===== src/rtl/hazard_ctrl_if.sv =====
// -----------------------------------------------------------------------------
// hazard_ctrl_if -- pipeline hazard control bundle.
//
// Carries the decode/execute hazard information and interrupt request into the
// hazard controller, and carries the pipeline hold/flush/redirect controls back
// out to the pipeline.
//   master : pipeline side (drives *_i, observes *_o)
//   slave  : hazard controller (observes *_i, drives *_o)
// -----------------------------------------------------------------------------
interface hazard_ctrl_if;
  // decode-stage source registers (0 = unused)
  logic [4:0]  id_reg1_raddr_i;
  logic [4:0]  id_reg2_raddr_i;
  // execute-stage destination info
  logic        ex_reg_we_i;
  logic [4:0]  ex_reg_waddr_i;
  logic        ex_is_load_i;
  // execute-stage redirect and multi-cycle busy
  logic        ex_jump_flag_i;
  logic [31:0] ex_jump_addr_i;
  logic        ex_busy_i;
  // interrupt request (level) and vector
  logic        int_req_i;
  logic [31:0] int_addr_i;
  // pipeline control
  logic        hold_pc_o;
  logic        hold_if_id_o;
  logic        flush_if_id_o;
  logic        flush_id_ex_o;
  logic        hold_id_ex_o;
  logic        jump_flag_o;
  logic [31:0] jump_addr_o;
  logic        int_ack_o;
  logic [31:0] stall_cnt_o;

  modport master (
    output id_reg1_raddr_i, id_reg2_raddr_i, ex_reg_we_i, ex_reg_waddr_i,
           ex_is_load_i, ex_jump_flag_i, ex_jump_addr_i, ex_busy_i,
           int_req_i, int_addr_i,
    input  hold_pc_o, hold_if_id_o, flush_if_id_o, flush_id_ex_o, hold_id_ex_o,
           jump_flag_o, jump_addr_o, int_ack_o, stall_cnt_o
  );

  modport slave (
    input  id_reg1_raddr_i, id_reg2_raddr_i, ex_reg_we_i, ex_reg_waddr_i,
           ex_is_load_i, ex_jump_flag_i, ex_jump_addr_i, ex_busy_i,
           int_req_i, int_addr_i,
    output hold_pc_o, hold_if_id_o, flush_if_id_o, flush_id_ex_o, hold_id_ex_o,
           jump_flag_o, jump_addr_o, int_ack_o, stall_cnt_o
  );
endinterface


===== src/rtl/hazard_ctrl.sv =====
// -----------------------------------------------------------------------------
// hazard_ctrl -- pipeline hazard / redirect / interrupt controller.
//
// Ports:
//   clk   : core clock, all state on the rising edge
//   rst_n : asynchronous active-low reset
//   bus   : hazard_ctrl_if.slave (hazard inputs in, pipeline controls out)
//
// Per-cycle event priority: jump > interrupt > busy > load-use.
// All pipeline controls are combinational from state and inputs; only the
// FSM state, the interrupt lockout flag and the stall counter are registered.
// -----------------------------------------------------------------------------
module hazard_ctrl (
  input  logic         clk,
  input  logic         rst_n,
  hazard_ctrl_if.slave bus
);

  typedef enum logic [1:0] {
    RUN     = 2'd0,
    LDSTALL = 2'd1,
    BUSY    = 2'd2,
    FLUSH   = 2'd3
  } state_e;

  state_e      state_q, state_d;
  logic        lockout_q, lockout_d;
  logic [31:0] stall_cnt_q, stall_cnt_d;

  logic        run_like;
  logic        load_use;
  logic        int_take;

  logic        hold_pc, hold_if_id, hold_id_ex;
  logic        flush_if_id, flush_id_ex;
  logic        jump_flag, int_ack;
  logic [31:0] jump_addr;

  // BUSY with busy already dropped behaves as RUN in that same cycle, so a
  // pending interrupt or hazard is handled without losing a cycle.
  assign run_like = (state_q == RUN) || ((state_q == BUSY) && !bus.ex_busy_i);

  assign load_use = bus.ex_is_load_i && bus.ex_reg_we_i && (bus.ex_reg_waddr_i != 5'd0) &&
                    (((bus.id_reg1_raddr_i != 5'd0) && (bus.id_reg1_raddr_i == bus.ex_reg_waddr_i)) ||
                     ((bus.id_reg2_raddr_i != 5'd0) && (bus.id_reg2_raddr_i == bus.ex_reg_waddr_i)));

  // Lockout keeps a still-high level request from being acked again while the
  // FLUSH that follows its own ack is in progress.
  assign int_take = bus.int_req_i && !lockout_q && !bus.ex_busy_i &&
                    (run_like || (state_q == FLUSH));

  always_comb begin
    // NOTE: every signal written here gets a default first, so no path can
    // leave one unassigned and infer a latch.
    state_d     = RUN;
    lockout_d   = lockout_q;
    hold_pc     = 1'b0;
    hold_if_id  = 1'b0;
    hold_id_ex  = 1'b0;
    flush_if_id = (state_q == FLUSH);
    flush_id_ex = 1'b0;
    jump_flag   = 1'b0;
    jump_addr   = 32'h0;
    int_ack     = 1'b0;

    if (bus.ex_jump_flag_i) begin
      jump_flag   = 1'b1;
      jump_addr   = bus.ex_jump_addr_i;
      flush_if_id = 1'b1;
      flush_id_ex = 1'b1;
      state_d     = FLUSH;
    end else if (int_take) begin
      int_ack     = 1'b1;
      jump_flag   = 1'b1;
      jump_addr   = bus.int_addr_i;
      flush_if_id = 1'b1;
      flush_id_ex = 1'b1;
      lockout_d   = 1'b1;
      state_d     = FLUSH;
    end else if (bus.ex_busy_i) begin
      hold_pc     = 1'b1;
      hold_if_id  = 1'b1;
      hold_id_ex  = 1'b1;
      state_d     = BUSY;
    end else if (load_use && (run_like || (state_q == LDSTALL))) begin
      // Freeze PC and IF/ID, and inject a bubble into ID/EX.
      hold_pc     = 1'b1;
      hold_if_id  = 1'b1;
      flush_id_ex = 1'b1;
      state_d     = LDSTALL;
    end

    // Interrupts are re-sampled only once the post-ack FLUSH has completed.
    if ((state_q == FLUSH) && (state_d != FLUSH)) begin
      lockout_d = 1'b0;
    end

    // A flushed register must not also be held.
    if (flush_if_id) hold_if_id = 1'b0;
    if (flush_id_ex) hold_id_ex = 1'b0;

    // Controls are quiet for the whole reset window, independent of inputs.
    if (!rst_n) begin
      hold_pc     = 1'b0;
      hold_if_id  = 1'b0;
      hold_id_ex  = 1'b0;
      flush_if_id = 1'b0;
      flush_id_ex = 1'b0;
      jump_flag   = 1'b0;
      jump_addr   = 32'h0;
      int_ack     = 1'b0;
    end

    stall_cnt_d = stall_cnt_q;
    if (hold_pc && (stall_cnt_q != 32'hFFFF_FFFF)) begin
      stall_cnt_d = stall_cnt_q + 32'd1;
    end
  end

  always_ff @(posedge clk or negedge rst_n) begin
    if (!rst_n) begin
      state_q     <= RUN;
      lockout_q   <= 1'b0;
      stall_cnt_q <= 32'h0;
    end else begin
      // NOTE: non-blocking assignments so every flop samples the pre-edge
      // values, independent of statement order.
      state_q     <= state_d;
      lockout_q   <= lockout_d;
      stall_cnt_q <= stall_cnt_d;
    end
  end

  assign bus.hold_pc_o     = hold_pc;
  assign bus.hold_if_id_o  = hold_if_id;
  assign bus.hold_id_ex_o  = hold_id_ex;
  assign bus.flush_if_id_o = flush_if_id;
  assign bus.flush_id_ex_o = flush_id_ex;
  assign bus.jump_flag_o   = jump_flag;
  assign bus.jump_addr_o   = jump_addr;
  assign bus.int_ack_o     = int_ack;
  assign bus.stall_cnt_o   = stall_cnt_q;

endmodule


===== src/flat_wrapper.sv =====
// flat-port wrapper written by rule: the top's interface ports become plain ports
module hazard_ctrl_flat 
  (clk, rst_n, bus_id_reg1_raddr_i, bus_id_reg2_raddr_i, bus_ex_reg_we_i, bus_ex_reg_waddr_i, bus_ex_is_load_i, bus_ex_jump_flag_i, bus_ex_jump_addr_i, bus_ex_busy_i, bus_int_req_i, bus_int_addr_i, bus_hold_pc_o, bus_hold_if_id_o, bus_flush_if_id_o, bus_flush_id_ex_o, bus_hold_id_ex_o, bus_jump_flag_o, bus_jump_addr_o, bus_int_ack_o, bus_stall_cnt_o);
  hazard_ctrl_if bus_i ();
  input  logic clk;
  input  logic rst_n;
  input wire logic [$bits(bus_i.id_reg1_raddr_i)-1:0] bus_id_reg1_raddr_i;
  input wire logic [$bits(bus_i.id_reg2_raddr_i)-1:0] bus_id_reg2_raddr_i;
  input wire logic [$bits(bus_i.ex_reg_we_i)-1:0] bus_ex_reg_we_i;
  input wire logic [$bits(bus_i.ex_reg_waddr_i)-1:0] bus_ex_reg_waddr_i;
  input wire logic [$bits(bus_i.ex_is_load_i)-1:0] bus_ex_is_load_i;
  input wire logic [$bits(bus_i.ex_jump_flag_i)-1:0] bus_ex_jump_flag_i;
  input wire logic [$bits(bus_i.ex_jump_addr_i)-1:0] bus_ex_jump_addr_i;
  input wire logic [$bits(bus_i.ex_busy_i)-1:0] bus_ex_busy_i;
  input wire logic [$bits(bus_i.int_req_i)-1:0] bus_int_req_i;
  input wire logic [$bits(bus_i.int_addr_i)-1:0] bus_int_addr_i;
  output wire logic [$bits(bus_i.hold_pc_o)-1:0] bus_hold_pc_o;
  output wire logic [$bits(bus_i.hold_if_id_o)-1:0] bus_hold_if_id_o;
  output wire logic [$bits(bus_i.flush_if_id_o)-1:0] bus_flush_if_id_o;
  output wire logic [$bits(bus_i.flush_id_ex_o)-1:0] bus_flush_id_ex_o;
  output wire logic [$bits(bus_i.hold_id_ex_o)-1:0] bus_hold_id_ex_o;
  output wire logic [$bits(bus_i.jump_flag_o)-1:0] bus_jump_flag_o;
  output wire logic [$bits(bus_i.jump_addr_o)-1:0] bus_jump_addr_o;
  output wire logic [$bits(bus_i.int_ack_o)-1:0] bus_int_ack_o;
  output wire logic [$bits(bus_i.stall_cnt_o)-1:0] bus_stall_cnt_o;
  assign bus_i.id_reg1_raddr_i = bus_id_reg1_raddr_i;
  assign bus_i.id_reg2_raddr_i = bus_id_reg2_raddr_i;
  assign bus_i.ex_reg_we_i = bus_ex_reg_we_i;
  assign bus_i.ex_reg_waddr_i = bus_ex_reg_waddr_i;
  assign bus_i.ex_is_load_i = bus_ex_is_load_i;
  assign bus_i.ex_jump_flag_i = bus_ex_jump_flag_i;
  assign bus_i.ex_jump_addr_i = bus_ex_jump_addr_i;
  assign bus_i.ex_busy_i = bus_ex_busy_i;
  assign bus_i.int_req_i = bus_int_req_i;
  assign bus_i.int_addr_i = bus_int_addr_i;
  assign bus_hold_pc_o = bus_i.hold_pc_o;
  assign bus_hold_if_id_o = bus_i.hold_if_id_o;
  assign bus_flush_if_id_o = bus_i.flush_if_id_o;
  assign bus_flush_id_ex_o = bus_i.flush_id_ex_o;
  assign bus_hold_id_ex_o = bus_i.hold_id_ex_o;
  assign bus_jump_flag_o = bus_i.jump_flag_o;
  assign bus_jump_addr_o = bus_i.jump_addr_o;
  assign bus_int_ack_o = bus_i.int_ack_o;
  assign bus_stall_cnt_o = bus_i.stall_cnt_o;
  hazard_ctrl u_core (.clk(clk), .rst_n(rst_n), .bus(bus_i));
endmodule

===== config.mk =====
export PLATFORM = sky130hd
export DESIGN_NAME = hazard_ctrl_flat
export DESIGN_NICKNAME = d
export VERILOG_FILES = /design/src/rtl/hazard_ctrl_if.sv /design/src/rtl/hazard_ctrl.sv /design/src/flat_wrapper.sv
export SDC_FILE = /design/constraint.sdc
export NUM_CORES = 1
export LEC_CHECK = 0
export BUFFER_PORTS_ARGS = -buffer_cell sky130_fd_sc_hd__buf_2
export CORE_MARGIN = 3
export CORE_UTILIZATION = 45
export DETAILED_ROUTE_END_ITERATION = 6
export PLACE_DENSITY = 0.84
export SYNTH_ARGS = -nofsm -noshare
export SYNTH_HDL_FRONTEND = slang
export SYNTH_SLANG_ARGS = --single-unit

===== constraint.sdc =====
create_clock -name clk -period 5.45 [get_ports clk]
set_input_delay 1.09 -clock clk [delete_from_list [all_inputs] [get_ports clk]]
set_output_delay 1.09 -clock clk [all_outputs]
set_load 0.02 [all_outputs]

==> flow_summary.toml <==
[synth]
yosysTopAreaCell = "dfrtp_1"
yosys_warnings = 0
seq_area_frac_synth = 0.389
netlist_top_cells_count = "35 x dfrtp_1, 33 x a22o_1, 30 x xnor2_1"
synth_ff_type = "dfrtp_1"
synthArstFlopShare = 1.00
syn_avg_cell_area_sq_um = 10.2
yosys_register_bits = 35
synth_edf_count = 0
yosysMostFrequentCell = "dfrtp_1"
synth_top_area_frac = 0.389
syn-num-nets = 307
syn_area_sq_mm = 0.00225
syn_inst = 220
netlist_top_cells_area = "dfrtp_1 39%, a22o_1 13%, xnor2_1 12%, nand4_1 3.9%, xor2_1 3.5%"
synthDistinctLibCells = 42

[timing]
tns_ns = 0
slew-limit-headroom = 0.271
drv_slew = 0
clock.fmax_mhz = 258
setup_viol = 0
layout_min_cycle_time_ns = 3.88
layout_setup_ws_ns = 1.57
skew_ns = 0.00864
rsz0062_at_grt = "false"
final_hold_viol_count = 0
worst_hold_slack_ns = 0.485
worst_pin_slew_ns = 1.09
period_share = 0.712

[place]
placedInstanceArea_sq_mm = 0.00309
dpl.hpwl_microns = 5950
port_buffers = 156
dp_slack_ns = 1.58
gp_congestion = 0.845

[die]
core_sq_mm = 0.00479
io_pins = 157
start_util = 0.471
rows = 25
die_w_microns = 76.7
dieArea_sq_mm = 0.00589
dieHeight_microns = 76.7

[worst_hold_path]
hold_class = "flop to flop"
min_from = "u_core.bus.stall_cnt_o[20]$_DFFE_PN0P_"

[flow_run]
cap_viol_max_count = 0

[route]
vias = 2405
vias_per_cell = 5.42
first_iter_violations = 67
routed_wl_microns = 7430
drtAntennaViolNets = 0
drc = 0
wire_per_inst_microns = 16.7
firstDrtPassIters = 4

[power_and_ir_drop]
p_clk_frac = 0.323
power.share.combinational = 0.241
peakVddDrop_uv = 204
power-per-cell-area_mw_per_mm2 = 203
p_leak_nw = 1.67
sw_frac_of_total = 0.302
p_sw_uw = 195
p_int_uw = 452
seq_power_share = 0.436

[clock_tree]
cts_tree = "done"
clk-insertion-delay-late_ns = 0.29
cts_inserted_buffers = 5
cts_hold_buf = 0
cts_max_level = 2
ctsResizeCount = 0
ctsRootBufferMaster = "clkbuf_8"
path_clk_slew_ns = 0.07
cts_num_sinks = 35
clockBufferDepth = 2
cts_setup_buffers = 0

[critical_path]
worst-r2r-setup-slack_ns = 3.10
cp-startpoint = "bus_ex_reg_waddr_i[3]"
r2r-end = "u_core.bus.stall_cnt_o[1]$_DFFE_PN0P_"
cp.arrival_ns = 2.79
startpoint_type = "input port"
crit_type = "input port to primary output"
r2r_cells = 6
cp.required_ns = 4.36
regToRegStartpoint = "u_core.bus.stall_cnt_o[0]$_DFFE_PN0P_"
critPathMaxFanout = 11
cp-endpoint = "bus_hold_if_id_o"
critPathCaptureType = "primary output"

[status]
status = "completed"

[layout]
syn_to_final_growth_pct = 41.4
postLayoutCellArea_sq_mm = 0.00319
layout.nets = 463
antennaDiodeCount = 0
drive_gt1_frac = 0.485
n_fill_cell = 428

[global_routing]
grt_pass1_vias = 2403
grt_usage = 0.255
grt_max_degree = 34
antenna_found_initial = 1
overflow = 0
grt_pass1_wl_microns = 12000
==> critical path, cell delays in order <==
cell and delay (ns):
buf_2 0.12, xor2_1 0.17, nor4_2 0.39, a22o_1 0.22, a31o_1 0.43, and2_1 0.20, buf_2 0.17
==> area by class of cell <==
class                           count  area [sq um]  area share
Multi-Input combinational cell    174          1320       0.415
Inverter                            2          7.51     0.00236
Timing Repair Buffer              158           796       0.250
Sequential cell                    35           876       0.275
Clock buffer                        8           100      0.0314
Tap cell                           67          83.8      0.0263
==> cell usage in the layout (no fill, tap or decap), types with 2 or more instances in the layout <==
cell        n
a221oi_1    2
and4_1      4
and3_1      6
clkbuf_8    7
nand3_2     2
xor2_1      9
nand4_1    14
nor4_4      2
nand3_1    11
buf_2     156
nor2_1      5
and2_1      6
nand2_1    18
buf_4       2
inv_1       2
dfrtp_1    35
and3_2      2
nor4_1      2
xnor2_1    30
a22o_1     33
o21ai_0     4
or2b_1      2
==> power by group through the flow <==
| stage | logic [mW] | clock network [mW] | registers, mW |
|---|---|---|---|
| floorplan | 0.0728 | 0 | 0.296 |
| global placement | 0.153 | 0 | 0.286 |
| detailed placement | 0.157 | 0 | 0.287 |
| CTS | 0.158 | 0.215 | 0.282 |
| global route | 0.170 | 0.222 | 0.285 |
| finish | 0.156 | 0.209 | 0.282 |
==> sequential cells by signal, summed over array words and instances (netlist names) <==
register / count
u_core.bus.stall_cnt_o: 32
u_core.state_q: 2
u_core.lockout_q: 1
==> logic make-up (layout without fill, tap and decap cells) <==
group | after synthesis | in the layout | share of synthesized area
AO/OA/AOI/OAI | 48 | 48 | 0.183
XOR/XNOR | 39 | 39 | 0.152
adder cells (fa/ha/maj) | 1 | 1 | 0.00555
buffers and inverters | 11 | 168 | 0.0250
flip-flops | 35 | 35 | 0.389
multiplexers | 1 | 1 | 0.00500
AND/OR/NAND/NOR | 85 | 85 | 0.241
==> per-stage QoR <==
stage          cells   util  total power [mW]
6_report         444  0.666             0.647
5_1_grt          444  0.666             0.677
4_1_cts          444  0.666             0.655
3_5_place_dp     436  0.645             0.445
3_3_place_gp     436  0.645             0.439
2_1_floorplan    220      -             0.369
==> worst min path at each step <==
stage	end	slack, ns	cells after the start
floorplan	u_core.lockout_q$_DFFE_PN0P_	0.47	2
global placement	u_core.bus.stall_cnt_o[17]$_DFFE_PN0P_	0.47	1
detailed placement	u_core.bus.stall_cnt_o[20]$_DFFE_PN0P_	0.48	1
CTS	u_core.bus.stall_cnt_o[20]$_DFFE_PN0P_	0.49	1
global route	u_core.bus.stall_cnt_o[20]$_DFFE_PN0P_	0.51	1
finish	u_core.bus.stall_cnt_o[20]$_DFFE_PN0P_	0.49	1
==> routing by layer <==
metal | wire length [microns] | GRT usage | share of wire
met1 | 3150 | 0.322 | 0.42
met2 | 3510 | 0.417 | 0.47
met3 | 588 | 0.0657 | 0.079
met4 | 165 | 0.0978 | 0.022
met5 | 9 | 0 | 0.0012
No activity file was read; power rests on OpenSTA's default activity.
